## config.mk

```make
export PLATFORM = sky130hd
export DESIGN_NAME = periph_bus_master_flat
export DESIGN_NICKNAME = d
export VERILOG_FILES = /design/src/rtl/periph_bus_master_pkg.sv /design/src/rtl/periph_bus_master_if.sv /design/src/rtl/periph_bus_master_lane_align.sv /design/src/rtl/periph_bus_master.sv /design/src/flat_wrapper.sv
export SDC_FILE = /design/constraint.sdc
export NUM_CORES = 1
export LEC_CHECK = 0
export ABC_AREA = 1
export BUFFER_PORTS_ARGS = -buffer_cell sky130_fd_sc_hd__buf_4
export CORE_MARGIN = 1
export CORE_UTILIZATION = 40
export CTS_CLUSTER_DIAMETER = 200
export DETAILED_ROUTE_END_ITERATION = 8
export HOLD_SLACK_MARGIN = 0.1
export PLACE_DENSITY = 0.66
export RECOVER_POWER = 100
export SYNTH_ARGS = -nofsm -noshare
export SYNTH_HDL_FRONTEND = slang
export SYNTH_SLANG_ARGS = --single-unit
```

## constraint.sdc

```tcl
create_clock -name clk -period 1.8 [get_ports clk]
set_input_delay 0.09 -clock clk [delete_from_list [all_inputs] [get_ports clk]]
set_output_delay 0.09 -clock clk [all_outputs]
set_load 0.01 [all_outputs]
```

## src/rtl/periph_bus_master_pkg.sv

```systemverilog
// Shared definitions for the peripheral bus master slice.
//   - request size encodings (SIZE_BYTE/HALF/WORD, 2'd3 behaves as word)
//   - FSM state enum (IDLE, RD, RWAIT, WR, RESP)
//   - PERIPH_TAG_MSB/LSB: address field that selects a peripheral (addr[31:22])
//   - is_misaligned(): alignment rule for a size/low-address pair
package periph_bus_pkg;

  localparam logic [1:0] SIZE_BYTE = 2'd0;
  localparam logic [1:0] SIZE_HALF = 2'd1;
  localparam logic [1:0] SIZE_WORD = 2'd2;

  localparam int PERIPH_TAG_MSB = 31;
  localparam int PERIPH_TAG_LSB = 22;

  typedef enum logic [2:0] {
    IDLE  = 3'd0,
    RD    = 3'd1,
    RWAIT = 3'd2,
    WR    = 3'd3,
    RESP  = 3'd4
  } state_t;

  // Bytes are always aligned; halves need addr[0]=0; words (and size 3) need addr[1:0]=0.
  function automatic logic is_misaligned(input logic [1:0] size, input logic [1:0] addr_lo);
    logic bad;
    bad = 1'b0;
    if (size == SIZE_HALF) bad = addr_lo[0];
    else if (size[1])      bad = (addr_lo != 2'b00);
    return bad;
  endfunction

endpackage

```

## src/rtl/periph_bus_master_if.sv

```systemverilog
// Signal bundle between the core load/store stage, the bus master and the
// peripheral decode.
//   req_*  : core request   (valid/ready)
//   resp_* : core response  (valid/ready)
//   bus_*  : word-wide peripheral register bus (addr, wr/re strobes, data)
// Handshake rule for both req and resp: a transfer happens on a rising clock
// edge where valid and ready are both high; valid, once raised by the source,
// is held with stable payload until that edge.
// Modports:
//   master : the bus master block (accepts requests, drives responses and bus)
//   slave  : the environment (core side + peripheral side)
interface periph_bus_master_if #(
  parameter int ADDR_W = 32
);
  logic              req_valid;
  logic              req_ready;
  logic              req_we;
  logic [1:0]        req_size;
  logic              req_unsigned;
  logic [ADDR_W-1:0] req_addr;
  logic [31:0]       req_wdata;

  logic              resp_valid;
  logic              resp_ready;
  logic [31:0]       resp_rdata;
  logic              resp_err;

  logic [ADDR_W-1:0] bus_addr;
  logic              bus_wr;
  logic              bus_re;
  logic [31:0]       bus_wdata;
  logic [31:0]       bus_rdata;

  modport master (
    input  req_valid, req_we, req_size, req_unsigned, req_addr, req_wdata,
    output req_ready,
    output resp_valid, resp_rdata, resp_err,
    input  resp_ready,
    output bus_addr, bus_wr, bus_re, bus_wdata,
    input  bus_rdata
  );

  modport slave (
    output req_valid, req_we, req_size, req_unsigned, req_addr, req_wdata,
    input  req_ready,
    input  resp_valid, resp_rdata, resp_err,
    output resp_ready,
    input  bus_addr, bus_wr, bus_re, bus_wdata,
    output bus_rdata
  );
endinterface

```

## src/rtl/periph_bus_master_lane_align.sv

```systemverilog
// periph_lane_align: combinational lane handling for the bus master.
//   size, is_unsigned, addr_lo : request attributes
//   wdata      : right-justified store data
//   rdata      : word read from the bus
//   load_data  : selected byte/half lane, zero- or sign-extended
//   store_data : word to write on the bus
//   misaligned : request violates alignment
// Build option SUBWORD_RMW_EN: when defined, sub-word stores merge into rdata
// (the previously read register); otherwise the data is replicated to all lanes.
module periph_lane_align
  import periph_bus_pkg::*;
(
  input  logic [1:0]  size,
  input  logic        is_unsigned,
  input  logic [1:0]  addr_lo,
  input  logic [31:0] wdata,
  input  logic [31:0] rdata,
  output logic [31:0] load_data,
  output logic [31:0] store_data,
  output logic        misaligned
);

  logic [7:0]  b_lane;
  logic [15:0] h_lane;

  always_comb begin
    b_lane = rdata[{addr_lo, 3'b000} +: 8];
    h_lane = addr_lo[1] ? rdata[31:16] : rdata[15:0];

    load_data = rdata;
    if (size == SIZE_BYTE)
      load_data = is_unsigned ? {24'h0, b_lane} : {{24{b_lane[7]}}, b_lane};
    else if (size == SIZE_HALF)
      load_data = is_unsigned ? {16'h0, h_lane} : {{16{h_lane[15]}}, h_lane};
  end

  always_comb begin
    store_data = wdata;
`ifdef SUBWORD_RMW_EN
    if (size == SIZE_BYTE) begin
      store_data = rdata;
      store_data[{addr_lo, 3'b000} +: 8] = wdata[7:0];
    end else if (size == SIZE_HALF) begin
      store_data = rdata;
      store_data[{addr_lo[1], 4'b0000} +: 16] = wdata[15:0];
    end
`else
    if (size == SIZE_BYTE)      store_data = {4{wdata[7:0]}};
    else if (size == SIZE_HALF) store_data = {2{wdata[15:0]}};
`endif
  end

  assign misaligned = is_misaligned(size, addr_lo);

endmodule

```

## src/rtl/periph_bus_master.sv

```systemverilog
// periph_bus_master: converts one core load/store at a time into word-wide
// peripheral register bus cycles.
//   clk        : rising-edge clock
//   rst        : asynchronous, active-low reset
//   bus        : periph_bus_master_if.master (req_*, resp_*, bus_*)
//   dbg_state  : current FSM state
// Parameters: RD_LATENCY (0..3 cycles from bus_re to valid bus_rdata), ADDR_W.
// Build option SUBWORD_RMW_EN: byte/half stores read the register first and
// write back the merged word; without it they write replicated lanes directly.
module periph_bus_master
  import periph_bus_pkg::*;
#(
  parameter int RD_LATENCY = 1,
  parameter int ADDR_W     = 32
) (
  input  logic                clk,
  input  logic                rst,
  periph_bus_master_if.master bus,
  output state_t              dbg_state
);

  localparam logic [1:0] LAT = 2'(RD_LATENCY);

  state_t      state;
  logic        lat_we;
  logic [1:0]  lat_size;
  logic        lat_uns;
  logic [1:0]  lat_addr_lo;  // upper address bits live on in bus_addr
  logic [31:0] lat_wdata;
  logic [1:0]  lat_cnt;

  logic [1:0]  al_size;
  logic        al_uns;
  logic [1:0]  al_addr_lo;
  logic [31:0] al_wdata;
  logic [31:0] al_load;
  logic [31:0] al_store;
  logic        al_misaligned;

  logic        accept;
  logic        cap_now;
  logic        rmw_sub;

  // The aligner sees the live request while idle (decisions at accept time)
  // and the latched copy afterwards (capture and merge).
  always_comb begin
    if (state == IDLE) begin
      al_size    = bus.req_size;
      al_uns     = bus.req_unsigned;
      al_addr_lo = bus.req_addr[1:0];
      al_wdata   = bus.req_wdata;
    end else begin
      al_size    = lat_size;
      al_uns     = lat_uns;
      al_addr_lo = lat_addr_lo;
      al_wdata   = lat_wdata;
    end
  end

  assign accept  = bus.req_valid && bus.req_ready;
  // Read data is sampled RD_LATENCY cycles after the RD cycle (in RD itself when 0).
  assign cap_now = ((state == RD) && (LAT == 2'd0)) || ((state == RWAIT) && (lat_cnt == LAT));

`ifdef SUBWORD_RMW_EN
  assign rmw_sub = bus.req_we && !bus.req_size[1];
`else
  assign rmw_sub = 1'b0;
`endif

  periph_lane_align u_align (
    .size        (al_size),
    .is_unsigned (al_uns),
    .addr_lo     (al_addr_lo),
    .wdata       (al_wdata),
    .rdata       (bus.bus_rdata),
    .load_data   (al_load),
    .store_data  (al_store),
    .misaligned  (al_misaligned)
  );

  always_ff @(posedge clk or negedge rst) begin
    if (!rst) begin
      state          <= IDLE;
      lat_we         <= 1'b0;
      lat_size       <= 2'd0;
      lat_uns        <= 1'b0;
      lat_addr_lo    <= 2'd0;
      lat_wdata      <= 32'h0;
      lat_cnt        <= 2'd0;
      bus.req_ready  <= 1'b0;
      bus.resp_valid <= 1'b0;
      bus.resp_err   <= 1'b0;
      bus.resp_rdata <= 32'h0;
      bus.bus_addr   <= '0;
      bus.bus_wr     <= 1'b0;
      bus.bus_re     <= 1'b0;
      bus.bus_wdata  <= 32'h0;
    end else begin
      // Strobes last exactly one cycle.
      bus.bus_re <= 1'b0;
      bus.bus_wr <= 1'b0;
      case (state)
        IDLE: begin
          if (accept) begin
            lat_we        <= bus.req_we;
            lat_size      <= bus.req_size;
            lat_uns       <= bus.req_unsigned;
            lat_addr_lo   <= bus.req_addr[1:0];
            lat_wdata     <= bus.req_wdata;
            bus.req_ready <= 1'b0;
            if (al_misaligned) begin
              state          <= RESP;
              bus.resp_valid <= 1'b1;
              bus.resp_err   <= 1'b1;
              bus.resp_rdata <= 32'h0;
            end else begin
              bus.bus_addr <= {bus.req_addr[ADDR_W-1:2], 2'b00};
              if (!bus.req_we || rmw_sub) begin
                state      <= RD;
                bus.bus_re <= 1'b1;
              end else begin
                state         <= WR;
                bus.bus_wr    <= 1'b1;
                bus.bus_wdata <= al_store;
              end
            end
          end else begin
            bus.req_ready <= 1'b1;
          end
        end

        RD, RWAIT: begin
          if (cap_now) begin
            if (lat_we) begin
              // Read half of a read-modify-write store: write the merged word.
              state         <= WR;
              bus.bus_wr    <= 1'b1;
              bus.bus_wdata <= al_store;
            end else begin
              state          <= RESP;
              bus.resp_valid <= 1'b1;
              bus.resp_err   <= 1'b0;
              bus.resp_rdata <= al_load;
            end
          end else if (state == RD) begin
            state   <= RWAIT;
            lat_cnt <= 2'd1;
          end else begin
            lat_cnt <= lat_cnt + 2'd1;
          end
        end

        WR: begin
          state          <= RESP;
          bus.resp_valid <= 1'b1;
          bus.resp_err   <= 1'b0;
          bus.resp_rdata <= 32'h0;
        end

        RESP: begin
          if (bus.resp_ready) begin
            state          <= IDLE;
            bus.resp_valid <= 1'b0;
            bus.resp_err   <= 1'b0;
            bus.req_ready  <= 1'b1;
          end
        end

        default: state <= IDLE;
      endcase
    end
  end

  assign dbg_state = state;

endmodule

```

## src/flat_wrapper.sv

```systemverilog
// flat-port wrapper written by rule: the top's interface ports become plain ports
module periph_bus_master_flat import periph_bus_pkg::*;
#(
  parameter int RD_LATENCY = 1,
  parameter int ADDR_W     = 32
)
  (clk, rst, dbg_state, bus_req_valid, bus_req_we, bus_req_size, bus_req_unsigned, bus_req_addr, bus_req_wdata, bus_req_ready, bus_resp_valid, bus_resp_rdata, bus_resp_err, bus_resp_ready, bus_bus_addr, bus_bus_wr, bus_bus_re, bus_bus_wdata, bus_bus_rdata);
  periph_bus_master_if #(.ADDR_W(ADDR_W)) bus_i ();
  input  logic clk;
  input  logic rst;
  output state_t dbg_state;
  input wire logic [$bits(bus_i.req_valid)-1:0] bus_req_valid;
  input wire logic [$bits(bus_i.req_we)-1:0] bus_req_we;
  input wire logic [$bits(bus_i.req_size)-1:0] bus_req_size;
  input wire logic [$bits(bus_i.req_unsigned)-1:0] bus_req_unsigned;
  input wire logic [$bits(bus_i.req_addr)-1:0] bus_req_addr;
  input wire logic [$bits(bus_i.req_wdata)-1:0] bus_req_wdata;
  output wire logic [$bits(bus_i.req_ready)-1:0] bus_req_ready;
  output wire logic [$bits(bus_i.resp_valid)-1:0] bus_resp_valid;
  output wire logic [$bits(bus_i.resp_rdata)-1:0] bus_resp_rdata;
  output wire logic [$bits(bus_i.resp_err)-1:0] bus_resp_err;
  input wire logic [$bits(bus_i.resp_ready)-1:0] bus_resp_ready;
  output wire logic [$bits(bus_i.bus_addr)-1:0] bus_bus_addr;
  output wire logic [$bits(bus_i.bus_wr)-1:0] bus_bus_wr;
  output wire logic [$bits(bus_i.bus_re)-1:0] bus_bus_re;
  output wire logic [$bits(bus_i.bus_wdata)-1:0] bus_bus_wdata;
  input wire logic [$bits(bus_i.bus_rdata)-1:0] bus_bus_rdata;
  assign bus_i.req_valid = bus_req_valid;
  assign bus_i.req_we = bus_req_we;
  assign bus_i.req_size = bus_req_size;
  assign bus_i.req_unsigned = bus_req_unsigned;
  assign bus_i.req_addr = bus_req_addr;
  assign bus_i.req_wdata = bus_req_wdata;
  assign bus_req_ready = bus_i.req_ready;
  assign bus_resp_valid = bus_i.resp_valid;
  assign bus_resp_rdata = bus_i.resp_rdata;
  assign bus_resp_err = bus_i.resp_err;
  assign bus_i.resp_ready = bus_resp_ready;
  assign bus_bus_addr = bus_i.bus_addr;
  assign bus_bus_wr = bus_i.bus_wr;
  assign bus_bus_re = bus_i.bus_re;
  assign bus_bus_wdata = bus_i.bus_wdata;
  assign bus_i.bus_rdata = bus_bus_rdata;
  periph_bus_master #(.RD_LATENCY(RD_LATENCY), .ADDR_W(ADDR_W)) u_core (.clk(clk), .rst(rst), .bus(bus_i), .dbg_state(dbg_state));
endmodule
```

* Yosys cells after proc, flatten, opt, wreduce, memory -nomap -nowiden
Cells that the tools add are included.
Storage, ports and cells: register bits 142, input bits 104, output and inout port bits 104, word-level logic and storage cells 107
Cells by class: add/subtract/negate cells 1, equality and inequality tests 15, shifts and indexed selects 1, multiplexer cells 55, bitwise logic cells 2, reductions and logical operators 18
Operators with widths (number):
- two-way mux 32 bit | 16
- one-hot mux 32 bit (3 select lines) | 1
- one-hot mux 32 bit (2 select lines) | 1
- indexed part select 32 x 6 -> 8 bit | 1
- two-way mux 1 bit | 21
- two-way mux 3 bit | 6
- two-way mux 16 bit | 1
- one-hot mux 3 bit (4 select lines) | 1
- AND reduction 6 bit | 2
- two-way mux 2 bit | 4
- inequality test 2 x 1 -> 1 bit, second input constant | 4
- inequality test 2 bit, second input constant | 4
- one-hot mux 1 bit (4 select lines) | 2
- == test 3 x 2 -> 1 bit, second input constant | 2
- AND reduction 2 bit | 3
- AND reduction 3 bit | 2
- nonzero test 2 bit | 3
- AND reduction 5 bit | 1
- == test 2 x 1 -> 1 bit, second input constant | 2
- one-hot mux 1 bit (2 select lines) | 2
- nonzero test 4 bit | 1
- == test 3 x 1 -> 1 bit, second input constant | 1
- == test 3 bit, second input constant | 1
- logical NOT 3 bit | 1
- 7 further kinds | 9

* Depth between registers and ports, before layout
depth after elaboration 9, gate-level depth with buffers 13

* By module
A second synthesis with hierarchy kept.
Second synthesis, totals: cells, all modules 1112, area total of the unflattened synthesis 7888.8 µm²
Modules (own cells, without submodules):
- periph_bus_master | times used 1, cells an instance 787, area each 6486.2 µm², sequential area each 3553.4 µm²
- periph_lane_align | times used 1, cells an instance 325, area each 1402.6 µm², sequential area each 0.0 µm²

* Worst setup path before layout
No wires, ideal clock.
kind reg2reg, from register u_core.state[1], in the netlist u_core.dbg_state[1], to register u_core.bus.bus_wdata[19], library setup time 0.117 ns, arrival 1.693 ns, required time 1.683 ns, setup slack -0.011 ns, cell stages (with the launch flop) 14, path buffers 1, clock period less this slack 1.811 ns, path through dfrtp_1 -> nor2_4 -> nand2_4 -> nand2_2 -> nand2_4 -> inv_4 -> nand2_4 -> nand2_2 -> nand2_2 -> nand2_4 -> nand2_4 -> buf_6 -> nand2_1 -> nand2_1
Between the ends: longest elaborated chain between the ends 9, elaborated cells on any way between the ends 28, classes of those cells eq/ne (8); mux (13); reduce/logical (7)
Ends and longest elaborated chain:
- from (decl) | RTL line periph_bus_master.sv:24 | state_t state;
- from (signal assigned) | RTL line periph_bus_master.sv:83 | state <= IDLE;
- from (signal assigned) | RTL line periph_bus_master.sv:112 | state <= RESP;
- from (signal assigned) | RTL line periph_bus_master.sv:119 | state <= RD;
- logical NOT 3 bit | RTL line periph_bus_master.sv:47, periph_bus_master.sv:102
- two-way mux 2 bit | RTL line periph_bus_master.sv:47 | if (state == IDLE) begin
- == test 2 x 1 -> 1 bit | RTL line periph_bus_master_pkg.sv:27, periph_bus_master_lane_align.sv:49
- two-way mux 32 bit | RTL line periph_bus_master_lane_align.sv:49 | else if (size == SIZE_HALF) store_data = {2{wdata[15:0]}};
- two-way mux 32 bit | RTL line periph_bus_master_lane_align.sv:48 | if (size == SIZE_BYTE) store_data = {4{wdata[7:0]}};
- two-way mux 32 bit | RTL line periph_bus_master.sv:118 | if (!bus.req_we || rmw_sub) begin
- two-way mux 32 bit | RTL line periph_bus_master.sv:111 | if (al_misaligned) begin
- two-way mux 32 bit | RTL line periph_bus_master.sv:104 | if (accept) begin
- one-hot mux 32 bit (2 select lines) | RTL line periph_bus_master.sv:102 | case (state)
- to (signal assigned) | RTL line periph_bus_master.sv:124 | bus.bus_wdata <= al_store;
- to (signal assigned) | RTL line periph_bus_master.sv:138 | bus.bus_wdata <= al_store;
- to (decl) | RTL line periph_bus_master_if.sv:39 | output bus_addr, bus_wr, bus_re, bus_wdata,
Parallel ways exist; a longest one is shown, timed or not. The select of a mux whose other input is x is not followed. A chain may end at the register's enable or synchronous reset.

* Final worst setup path
from register u_core.state[2], in the netlist u_core.dbg_state[2], to register u_core.bus.resp_rdata[22]
Between the ends: longest elaborated chain between the ends 9, elaborated cells on any way between the ends 29, classes of those cells eq/ne (8); shift (1); mux (13); reduce/logical (7)
Ends and longest elaborated chain:
- parallel branches: the longest is 9 deep, another holds indexed part select 32 x 6 -> 8 bit
- to (signal assigned) | RTL line periph_bus_master.sv:143 | bus.resp_rdata <= al_load;
- to (decl) | RTL line periph_bus_master_if.sv:37 | output resp_valid, resp_rdata, resp_err,
Several ways; the timed one is not identified. The select of a mux whose other input is x is not followed.

==> flow_metrics.py <==
metrics = {
    "placement": {
        "portBuffers": 205,
        "gp_congestion": 0.8697,
        "dp_hpwl_um": 15280,
        "dp_cells": 1409,
        "dpl_worst_slack_ps": -64.28,
    },
    "grt": {
        "overflow": 0,
        "grt_pass1_vias": 7384,
        "grt_max_degree": 50,
        "grt_antenna_before_repair": 0,
        "grt_usage_pct": 25.62,
        "grt_pass1_wl_um": 37030,
    },
    "clock_network": {
        "cts_sinks": 142,
        "insertion_delay_ps": 430,
        "tritoncts": "yes",
        "cts-root-buf": "clkbuf_16",
        "clk_path_buf_depth": 2,
        "numCtsBuffers": 17,
        "htree_levels": 4,
        "cts.clk_slew.worst_paths_ps": 60,
    },
    "worst_setup_path": {
        "reg2reg_slack_ps": -60,
        "critPathLaunch": "u_core.dbg_state[2]",
        "cp.depth": 10,
        "startpoint_type": "register",
        "endpoint_kind": "register",
        "path_delay_family": "simple AND/OR/NAND/NOR gates",
        "cp.arrival_ps": 2170,
        "timing.rr.end": "u_core.bus.resp_rdata[22]",
        "crit_top_cell": "nand2_2",
        "reg2reg_depth": 10,
        "r2r-start": "u_core.dbg_state[2]",
        "criticalPathCategory": "register to register",
        "cpPeakStageDelay_ps": 380,
        "path_buf_inv": 4,
        "cp_slowest_cell": "dfrtp_1",
        "path_max_fanout": 10,
        "crit_end": "u_core.bus.resp_rdata[22]",
        "crit_path_cell_trace": "inv_4, nand2_4, buf_6, buf_4, nor2_2, nor3_4, nand3_4, clkbuf_16, nand2_2, nand2_2",
        "required_ps": 2110,
    },
    "finish": {
        "syn2layout_area_growth_pct": 56.40,
        "fill_cells": 1513,
        "final_nets": 1433,
        "instances_no_fill": 1566,
        "diodes": 0,
        "fin_util_pct": 64.91,
        "layout_common_cells": "nand2_1 (346), buf_4 (158), dfrtp_1 (142)",
        "final_common_cell": "nand2_1",
        "drive_gt1_share_pct": 22.89,
    },
    "timing": {
        "hold_ws_ps": 339.0,
        "slew_viol_final": 0,
        "fin_skew_ps": 9.544,
        "hold_viol_final": 0,
        "fmax_mhz": 538.1,
        "tightestPinTransition_ps": 1095,
        "rsz0062_at_grt": "true",
        "worst_slack_ps": -58.46,
        "setup_violations": 34,
        "maxSlewHeadroom_pct": 27.03,
        "finalCriticalPeriod_ps": 1858,
        "period_share_pct": 103.2,
    },
    "logic_synthesis": {
        "yosysTopAreaCell": "dfrtp_1",
        "synth-edff-count": 0,
        "async_reset_ff_share_pct": 100.0,
        "syn_inst": 971,
        "yosysSeqAreaShare_pct": 48.82,
        "synth_warnings": 0,
        "synthTopCellsByArea": "dfrtp_1 (49%), nand2_1 (19%), nand3_1 (9.6%)",
        "synth_flop_cell": "dfrtp_1",
        "ys_ff_latch": 142,
        "yosysTopAreaCellShare_pct": 48.82,
        "syn_avg_cell_area_sq_um": 7.496,
        "synth_cell_types": 32,
        "syn_area_sq_mm": 0.007278,
    },
    "min_path": {
        "whs_path_depth": 6,
        "hold_path_class": "input pin to register",
        "hold_path_startpoint": "bus_req_valid",
    },
    "route": {
        "drt_iter0_drc": 688,
        "vias": 8017,
        "drc_errors": 0,
        "wl_per_cell_um": 16.15,
        "ant_nets": 0,
        "wl_um": 25300,
        "firstDrtPassIters": 5,
        "viasPerCell": 5.119,
    },
    "floorplanning": {
        "io_pins": 208,
        "rows": 48,
        "start_util_pct": 41.50,
        "die_y_um": 136.9,
        "die_x_um": 136.9,
        "core-area_sq_mm": 0.01754,
        "fp.dieArea_sq_mm": 0.01874,
    },
    "pwr": {
        "p_switching_uw": 9814,
        "p_sw_share_pct": 44.56,
        "intPower_uw": 12210,
        "combPwrFrac_pct": 59.4,
        "peakVddDrop_mv": 0.9945,
        "power_leakage_uw": 0.005885,
        "p_seq_share_pct": 23.7,
        "power.density_mw_per_mm2": 1935,
        "clkPwrFrac_pct": 16.9,
    },
    "status": {
        "outcome": "complete, but fails checks",
        "violations": "setup timing",
    },
    "flow_run": {
        "maxCapViolCount": 0,
    },
}
power by group through the flow:
stage / registers, uW / logic, uW / clock network (uW)
final: 5210 / 13100 / 3720
after global routing: 5330 / 14200 / 3920
after CTS: 5170 / 11500 / 3790
after detailed placement: 5190 / 11100 / 0
after global placement: 5180 / 11000 / 0
after floorplan: 5480 / 6150 / 0
synthesized netlist by cell type, types with 5 or more instances:
| library cell | n |
|---|---|
| nand2_1 | 377 |
| dfrtp_1 | 142 |
| nand3_1 | 139 |
| o21ai_0 | 85 |
| inv_1 | 71 |
| nor2_1 | 30 |
| clkbuf_1 | 23 |
| a21oi_1 | 18 |
| buf_2 | 17 |
| buf_4 | 8 |
| mux2_2 | 8 |
| a31oi_1 | 7 |
| buf_6 | 6 |
| buf_1 | 5 |
| nand2_4 | 5 |
sequential cells by signal, summed over array words and instances (netlist names):
name / cells
u_core.bus.req_ready: 1
u_core.bus.bus_wr: 1
u_core.lat_wdata: 32
u_core.bus.resp_valid: 1
u_core.bus.bus_addr: 30
u_core.dbg_state: 3
u_core.bus.resp_rdata: 32
u_core.lat_size: 2
u_core.lat_addr_lo: 2
u_core.lat_uns: 1
u_core.bus.resp_err: 1
u_core.bus.bus_wdata: 32
u_core.bus.bus_re: 1
u_core.lat_we: 1
u_core.lat_cnt: 2
area by class of cell:
cell class / count / area, sq um / area share [%]
clock buffers: 20 / 466.7 / 4.100
well taps: 225 / 281.5 / 2.473
clock inverters: 12 / 155.1 / 1.363
flip-flops and latches: 142 / 3553 / 31.22
repair buffers: 396 / 3233 / 28.40
inverters: 76 / 295.3 / 2.594
multi-input cells: 695 / 3398 / 29.85
how the worst min path moves through the flow:
stage                              end
2_1_floorplan  u_core.bus.bus_addr[10]
3_3_place_gp      u_core.lat_wdata[27]
3_5_place_dp      u_core.lat_wdata[27]
4_1_cts           u_core.lat_wdata[28]
5_1_grt          u_core.lat_addr_lo[1]
6_report         u_core.lat_addr_lo[1]
tightest hold or removal path: stages:
cell and delay [ps]:
buf_4 110, nand2_1 90, inv_1 120, nand3_1 100, dlymetal6s4s_1 180, nand2_1 50
repair_timing:
action,CTS,global route
gates resized for setup,10,104
endpoints found under the setup margin,95,98
setup buffers,2,10
hold buffers,103,0
pin swaps,6,20
cloned,0,10
endpoints found under the hold margin,250,0
metal layers:
metal | GRT usage [%] | routed length (um) | vias to the layer above | share of wire [%]
met1 | 34.46 | 10760 | 3759 | 43
met2 | 40.24 | 11890 | 371 | 47
met3 | 5.370 | 1974 | 63 | 7.8
met5 | 0 | 0 | - | 0
li1 | - | - | 3824 | -
met4 | 10.32 | 674 | 0 | 2.7
metrics by stage:
stage                     setup TNS [ps]  area (sq um)  power, uW
final                              -1198         11380      22020
after global routing               -8986         11380      23460
after CTS                              0         11200      20490
after detailed placement           -1544          9487      16320
after global placement            -28.80          9487      16180
after floorplan                        0          7282      11620
kinds of logic (layout without fill, tap and decap cells):
| family | Yosys count | after routing | synth area share [%] |
|---|---|---|---|
| AND/OR/NAND/NOR | 568 | 568 | 33.09 |
| flip-flops | 142 | 142 | 48.82 |
| buffers and inverters | 135 | 504 | 8.320 |
| AO/OA/AOI/OAI | 115 | 115 | 8.183 |
| multiplexers | 8 | 8 | 1.238 |
| adder cells (fa/ha/maj) | 1 | 1 | 0.1719 |
| other | 1 | 2 | 0.05152 |
| XOR/XNOR | 1 | 1 | 0.1204 |
(Power assumes the default switching activity.)
